File: src/rtl/accum_cache_downstream.sv
// Direct-mapped write-back cache that keeps a running total per client and returns it.
// Build macro SATURATE_EN: clamp sums at all-ones and flag rsp_sat; otherwise sums wrap.
module accum_cache_downstream #(
    parameter int CLIENT_W = 8,
    parameter int DATA_W   = 32,
    parameter int LINES    = 4,
    parameter int WORDS    = 4
) (
    input  logic                              clk,
    input  logic                              rst,
    input  logic                              req_valid,
    output logic                              req_ready,
    input  logic                              req_rw,
    input  logic [CLIENT_W-1:0]               req_client,
    input  logic [DATA_W-1:0]                 req_data,
    output logic                              rsp_valid,
    output logic [DATA_W-1:0]                 rsp_data,
    output logic                              rsp_sat,
    output logic                              mem_req_valid,
    input  logic                              mem_req_ready,
    output logic                              mem_req_rw,
    output logic [CLIENT_W-$clog2(WORDS)-1:0] mem_req_addr,
    output logic [DATA_W*WORDS-1:0]           mem_req_wdata,
    input  logic                              mem_rsp_valid,
    input  logic [DATA_W*WORDS-1:0]           mem_rsp_data
);

    localparam int WORD_W  = $clog2(WORDS);
    localparam int IDX_W   = $clog2(LINES);
    localparam int TAG_W   = CLIENT_W - WORD_W - IDX_W;
    localparam int LADDR_W = CLIENT_W - WORD_W;
    localparam int LINE_W  = DATA_W * WORDS;

    typedef enum logic [2:0] {
        ST_IDLE      = 3'd0,
        ST_COMPARE   = 3'd1,
        ST_WRITEBACK = 3'd2,
        ST_ALLOCATE  = 3'd3,
        ST_FILL_WAIT = 3'd4
    } state_t;

    state_t               state_r;
    logic                 req_ready_r;
    logic                 rsp_valid_r;
    logic [DATA_W-1:0]    rsp_data_r;
    logic                 rsp_sat_r;
    logic                 mem_req_valid_r;
    logic                 mem_req_rw_r;
    logic [LADDR_W-1:0]   mem_req_addr_r;
    logic [LINE_W-1:0]    mem_req_wdata_r;

    logic [LINES-1:0]     valid_r;
    logic [LINES-1:0]     dirty_r;
    logic [TAG_W-1:0]     tag_mem_r  [LINES];
    logic [LINE_W-1:0]    data_mem_r [LINES];

    logic                 cap_rw_r;
    logic [CLIENT_W-1:0]  cap_client_r;
    logic [DATA_W-1:0]    cap_data_r;

    logic [WORD_W-1:0]    cap_word_s;
    logic [IDX_W-1:0]     cap_idx_s;
    logic [TAG_W-1:0]     cap_tag_s;
    logic [LADDR_W-1:0]   cap_line_addr_s;
    logic [LADDR_W-1:0]   victim_addr_s;
    logic [LINE_W-1:0]    cur_line_s;
    logic [DATA_W-1:0]    cur_word_s;
    logic                 hit_s;
    logic [DATA_W-1:0]    sum_word_s;
    logic                 sat_s;
    logic                 accept_s;
    logic                 fill_en_s;
    logic                 acc_wr_en_s;

    assign req_ready     = req_ready_r;
    assign rsp_valid     = rsp_valid_r;
    assign rsp_data      = rsp_data_r;
    assign rsp_sat       = rsp_sat_r;
    assign mem_req_valid = mem_req_valid_r;
    assign mem_req_rw    = mem_req_rw_r;
    assign mem_req_addr  = mem_req_addr_r;
    assign mem_req_wdata = mem_req_wdata_r;

    assign accept_s    = req_valid && req_ready_r;
    assign fill_en_s   = (state_r == ST_FILL_WAIT) && mem_rsp_valid;
    assign acc_wr_en_s = (state_r == ST_COMPARE) && hit_s && cap_rw_r;

    // Address split of the captured client and lookup of its line and word.
    always_comb begin
        cap_word_s      = cap_client_r[WORD_W-1:0];
        cap_idx_s       = cap_client_r[WORD_W +: IDX_W];
        cap_tag_s       = cap_client_r[CLIENT_W-1 -: TAG_W];
        cap_line_addr_s = cap_client_r[CLIENT_W-1:WORD_W];
        victim_addr_s   = {tag_mem_r[cap_idx_s], cap_idx_s};
        hit_s           = valid_r[cap_idx_s] && (tag_mem_r[cap_idx_s] == cap_tag_s);
        cur_line_s      = data_mem_r[cap_idx_s];
        cur_word_s      = cur_line_s[DATA_W*int'(cap_word_s) +: DATA_W];
    end

`ifdef SATURATE_EN
    logic [DATA_W:0] sum_wide_s;

    // Widened add; a carry out clamps the total and raises the saturation flag.
    always_comb begin
        sum_wide_s = {1'b0, cur_word_s} + {1'b0, cap_data_r};
        if (sum_wide_s[DATA_W]) begin
            sum_word_s = '1;
            sat_s      = 1'b1;
        end else begin
            sum_word_s = sum_wide_s[DATA_W-1:0];
            sat_s      = 1'b0;
        end
    end
`else
    // Wrapping add: the carry out of the top bit is simply dropped.
    always_comb begin
        sum_word_s = cur_word_s + cap_data_r;
        sat_s      = 1'b0;
    end
`endif

    // Request capture; later states work only from this copy.
    always_ff @(posedge clk) begin
        if (accept_s) begin
            cap_rw_r     <= req_rw;
            cap_client_r <= req_client;
            cap_data_r   <= req_data;
        end
    end

    // Data and tag storage, never cleared: valid_r qualifies every entry.
    always_ff @(posedge clk) begin
        if (fill_en_s) begin
            data_mem_r[cap_idx_s] <= mem_rsp_data;
            tag_mem_r[cap_idx_s]  <= cap_tag_s;
        end else if (acc_wr_en_s) begin
            data_mem_r[cap_idx_s][DATA_W*int'(cap_word_s) +: DATA_W] <= sum_word_s;
        end
    end

    // Control FSM with registered handshake, response and memory-port outputs.
    always_ff @(posedge clk or posedge rst) begin
        if (rst) begin
            state_r         <= ST_IDLE;
            req_ready_r     <= 1'b1;
            rsp_valid_r     <= 1'b0;
            rsp_data_r      <= '0;
            rsp_sat_r       <= 1'b0;
            mem_req_valid_r <= 1'b0;
            mem_req_rw_r    <= 1'b0;
            mem_req_addr_r  <= '0;
            mem_req_wdata_r <= '0;
            valid_r         <= '0;
            dirty_r         <= '0;
        end else begin
            rsp_valid_r <= 1'b0;
            case (state_r)
                ST_IDLE: begin
                    if (accept_s) begin
                        req_ready_r <= 1'b0;
                        state_r     <= ST_COMPARE;
                    end
                end
                ST_COMPARE: begin
                    if (hit_s) begin
                        rsp_valid_r <= 1'b1;
                        rsp_data_r  <= cap_rw_r ? sum_word_s : cur_word_s;
                        rsp_sat_r   <= cap_rw_r & sat_s;
                        if (cap_rw_r) begin
                            dirty_r[cap_idx_s] <= 1'b1;
                        end
                        req_ready_r <= 1'b1;
                        state_r     <= ST_IDLE;
                    end else if (valid_r[cap_idx_s] && dirty_r[cap_idx_s]) begin
                        mem_req_valid_r <= 1'b1;
                        mem_req_rw_r    <= 1'b1;
                        mem_req_addr_r  <= victim_addr_s;
                        mem_req_wdata_r <= cur_line_s;
                        state_r         <= ST_WRITEBACK;
                    end else begin
                        mem_req_valid_r <= 1'b1;
                        mem_req_rw_r    <= 1'b0;
                        mem_req_addr_r  <= cap_line_addr_s;
                        mem_req_wdata_r <= '0;
                        state_r         <= ST_ALLOCATE;
                    end
                end
                ST_WRITEBACK: begin
                    // Victim accepted: turn the held request straight into the line read.
                    if (mem_req_ready) begin
                        mem_req_rw_r    <= 1'b0;
                        mem_req_addr_r  <= cap_line_addr_s;
                        mem_req_wdata_r <= '0;
                        state_r         <= ST_ALLOCATE;
                    end
                end
                ST_ALLOCATE: begin
                    if (mem_req_ready) begin
                        mem_req_valid_r <= 1'b0;
                        state_r         <= ST_FILL_WAIT;
                    end
                end
                ST_FILL_WAIT: begin
                    if (mem_rsp_valid) begin
                        valid_r[cap_idx_s] <= 1'b1;
                        dirty_r[cap_idx_s] <= 1'b0;
                        state_r            <= ST_COMPARE;
                    end
                end
                default: begin
                    req_ready_r     <= 1'b1;
                    mem_req_valid_r <= 1'b0;
                    state_r         <= ST_IDLE;
                end
            endcase
        end
    end

endmodule

File: config.mk
export PLATFORM = sky130hd
export DESIGN_NAME = accum_cache_downstream
export DESIGN_NICKNAME = d
export VERILOG_FILES = /design/src/rtl/accum_cache_downstream.sv
export SDC_FILE = /design/constraint.sdc
export NUM_CORES = 1
export LEC_CHECK = 0
export ABC_CLOCK_PERIOD_IN_PS = 6500
export BUFFER_PORTS_ARGS = -buffer_cell sky130_fd_sc_hd__clkbuf_2
export CAP_MARGIN = 15
export CORE_ASPECT_RATIO = 1.25
export CORE_MARGIN = 3
export CORE_UTILIZATION = 59
export CTS_CLUSTER_SIZE = 24
export DETAILED_ROUTE_END_ITERATION = 16
export HOLD_SLACK_MARGIN = 0.05
export PLACE_DENSITY = 0.8
export SLEW_MARGIN = 10
export SYNTH_ARGS = -nofsm -noshare
export SYNTH_HDL_FRONTEND = slang
export SYNTH_SLANG_ARGS = --single-unit
File: constraint.sdc
create_clock -name clk -period 6.5 [get_ports clk]
set_input_delay 0.325 -clock clk [delete_from_list [all_inputs] [get_ports clk]]
set_output_delay 0.325 -clock clk [all_outputs]
set_load 0.01 [all_outputs]
==> metrics.log <==
[metrics] drt pass-1 iters: 6
[metrics] overall die height: 266 um
[metrics] data required time of the critical path: 6.94 ns
[metrics] top_reg_cell synth: edfxtp_1
[metrics] Final Routed Wirelength: 100 mm
[metrics] Power Density: 367 nW/um^2
[metrics] Setup-failing EPs final: 0
[metrics] latest clock arrival within the worst-skew pair: 0.63 ns
[metrics] status: completed
[metrics] hold buffer count at CTS: 45
[metrics] total net switching power: 4.52 mW
[metrics] cell area after synthesis: 31800 sq um
[metrics] number of vias after detailed routing: 21800
[metrics] smallest setup slack after layout: 0.965 ns
[metrics] slew at the pin with the worst max-slew slack: 1.14 ns
[metrics] fin crit share: 0.852
[metrics] final weighted congestion in routability-driven placement: 0.944
[metrics] relative max-transition margin: 0.242
[metrics] list of cells traversed by the critical path: buf_12, mux4_2, mux4_2, ha_1, and3_1, nand3_1, a211o_1, a21oi_1, a41oi_1, xnor2_1, a22o_1
[metrics] sequential share of the synthesized area: 0.680
[metrics] number of flip-flops and latches in the synthesized netlist: 752
[metrics] area grow syn2layout: 18.1%
[metrics] DP Area: 34800 sq um
[metrics] final count of hold timing violations: 0
[metrics] top-area cell type share of the netlist area: 0.537
[metrics] type of the worst min-delay path: in2reg
[metrics] cell at the root of the clock tree: clkbuf_16
[metrics] Combinational Power Share: 0.259
[metrics] highest cell delay on the worst timing path: 0.85 ns
[metrics] CTS Sinks: 752
[metrics] number of max-cap violations: 0
[metrics] WS Path Type: reg2reg
[metrics] share of post-route cells with drive strength above 1: 0.287
[metrics] Worst Clk Skew: 0.0319 ns
[metrics] GRT Residual Overflow: 0
[metrics] starting density of the core: 0.600
[metrics] setup repair bufs after CTS: 0
[metrics] count of unresolved DRC violations after routing: 0
[metrics] P_leak: 14.7 nW
[metrics] die footprint: 56800 sq um
[metrics] CTS max path bufs: 3
[metrics] setup slack, reg-to-reg: 0.96 ns
[metrics] post-synthesis average cell area: 15.5 sq um
[metrics] total number of nets in the final design: 2653
[metrics] Worst Setup End Kind: register
[metrics] gr usage total: 0.357
[metrics] final HPWL from detailed placement: 66.4 mm
[metrics] number of max-slew violations in the final report: 0
[metrics] Sw Ratio: 0.328
[metrics] share of power burned in registers: 0.436
[metrics] Power, Total: 13.8 mW
[metrics] largest voltage drop on the vdd net: 0.257 mV
[metrics] antenna violations before repair: 1
[metrics] cell with the biggest individual delay on the critical path: dfxtp_4
[metrics] maximum number of pins on one net before global-route repair: 115
[metrics] post-placement worst setup slack: 1.06 ns
[metrics] CP arrival: 5.98 ns
[metrics] Tmin final: 5.54 ns
[metrics] internal power summed over all cells: 9.27 mW
[metrics] horizontal die dimension: 214 um
[metrics] top-level port count: 345
[metrics] number of gates resized after CTS: 0
[metrics] clock tree from TritonCTS: done
[metrics] Floorplan Core Area: 53000 sq um
[metrics] Post-Syn Instances: 2055
[metrics] worst-case hold slack: 0.0796 ns
[metrics] Row Count: 94
[metrics] clock network fraction of design power: 0.305
[metrics] setup repair after global routing missed its margin: no
[metrics] cell type with the largest total area after synthesis: edfxtp_1
[metrics] post-detailed-route count of antenna-violating nets: 0
[metrics] via count of the first global-routing pass: 22300
[metrics] EDFF count, synth: 569
[metrics] total CTS buffers: 72
[metrics] H-Tree Depth: 3
[metrics] Post-Route Setup TNS: 0 ns
[metrics] post-synthesis async set-or-reset flop share: 0.241
[metrics] most common cell type on the critical path: mux4_2
[metrics] leading cell types by total area after synthesis: edfxtp_1 54%, dfrtp_1 14%, mux4_2 12%
[metrics] initial DRC count: 3226
[metrics] number of unique standard cell types used by synthesis: 67
[metrics] crit path max fanout: 35
[metrics] Filler cells: 3297
[metrics] global-route wire length before repair: 145 mm
[metrics] number of warnings printed during yosys synthesis: 0
[metrics] Wirelength per Cell: 31.0 um
[metrics] Design Area, Final: 37600 sq um
[metrics] CP startpoint kind: register
[metrics] via-per-instance ratio: 6.76
[metrics] Net Count, Synth: 2266
[metrics] max frequency: 0.181 GHz
[metrics] Port-buffer cells: 343
[metrics] clock slew at reported path FFs: 0.06 ns
## power groups by stage
stage / logic, mW / registers [mW] / clock network [mW]
after floorplan: 2.03 / 6.13 / 0
after global placement: 3.38 / 6.07 / 0
after detailed placement: 3.46 / 6.10 / 0
after CTS: 3.51 / 6.00 / 4.21
after global routing: 3.81 / 6.06 / 4.41
final: 3.57 / 6.01 / 4.21
## stage by stage
stage,utilization,std cells
after detailed placement,0.656,3043
after global placement,0.656,3043
final,0.709,3223
after global routing,0.709,3222
after floorplan,-,2055
after CTS,0.709,3221
## routing by layer
layer | share of wire | vias up | global-route usage | routed length (um)
li1 | - | 8782 | - | -
met1 | 0.33 | 10900 | 0.447 | 32900
met2 | 0.49 | 1771 | 0.574 | 48900
met3 | 0.11 | 372 | 0.0806 | 11400
met4 | 0.068 | 0 | 0.213 | 6850
met5 | 0 | - | 0 | 0
## placed cells by master (no fill, tap or decap), types with 12 or more instances in the layout
cell           count
a31oi_1           12
mux4_2           167
dlygate4sd3_1     45
a22o_1            97
buf_4             37
clkinv_2          13
edfxtp_1         569
xnor2_1           17
clkbuf_1          16
nand2_1          337
mux2i_1           25
clkbuf_16         77
clkbuf_2         343
a21oi_4           16
dfrtp_1          180
o21ai_0           57
nand3_1          136
and3_1            15
a21oi_1           52
nor2_1            32
o2bb2ai_1         24
buf_12            16
ha_1              36
a21o_1            18
## cell families after synthesis
| kind of cell | after synthesis | synth area share |
|---|---|---|
| flip-flops | 752 | 0.680 |
| XOR/XNOR | 28 | 0.00770 |
| other | 1 | 0.000118 |
| AO/OA/AOI/OAI | 326 | 0.0716 |
| multiplexers | 194 | 0.127 |
| adder cells (fa/ha/maj) | 37 | 0.0148 |
| buffers and inverters | 142 | 0.0176 |
| AND/OR/NAND/NOR | 575 | 0.0815 |
## state kept, by name, indices dropped and copies added, names as in the netlist, 3 cells and up, named ones only
name           cells
data_mem_r       512
mem_req_wdata    128
cap_data_r        32
rsp_data          32
tag_mem_r         16
cap_client_r       8
mem_req_addr       6
valid_r            4
state_r            3
## critical path, delay by kind of cell (launching register included)
family	cells	cell delay, ns
AO/OA/AOI/OAI	4	1.69
multiplexers	2	1.11
adder cells (fa/ha/maj)	1	0.41
buffers and inverters	1	0.34
AND/OR/NAND/NOR	2	0.38
XOR/XNOR	1	0.47
flip-flops	1	0.85
## synthesized netlist by cell type, drive strengths merged (25+ instances only)
cell type and instances:
nand2 341, a22o 97, a21oi 68, mux4 167, clkbuf 86, dfrtp 180
nor2 33, edfxtp 569, buf 42, nand3 139, ha 36, mux2i 25
o21ai 65
## area by class of cell
class,count,area [sq um],area share
Timing Repair Buffer,441,2770,0.0735
Inverter,14,60.1,0.00160
Sequential cell,752,21700,0.576
Clock buffer,97,2040,0.0543
Antenna cell,2,5.00,0.000133
Multi-Input combinational cell,1161,9860,0.262
Tap cell,720,901,0.0240
Clock inverter,36,309,0.00822
## worst paths after layout
kind                       cells past startpoint                              to                     startpoint
setup / recovery                              11    data_mem_r[2][123]$_DFFE_PP_                       register
setup reg to reg                              11    data_mem_r[2][123]$_DFFE_PP_                       register
hold reg to reg                                2   mem_req_wdata[52]$_DFFE_PP0P_  mem_req_wdata[52]$_DFFE_PP0P_
min in group asynchronous                      3  mem_req_wdata[127]$_DFFE_PP0P_                            rst
max in group asynchronous                      4   mem_req_wdata[17]$_DFFE_PP0P_                            rst
hold / removal                                 2      data_mem_r[2][9]$_DFFE_PP_                mem_rsp_data[9]
No activity file was read; power rests on OpenSTA's default activity.
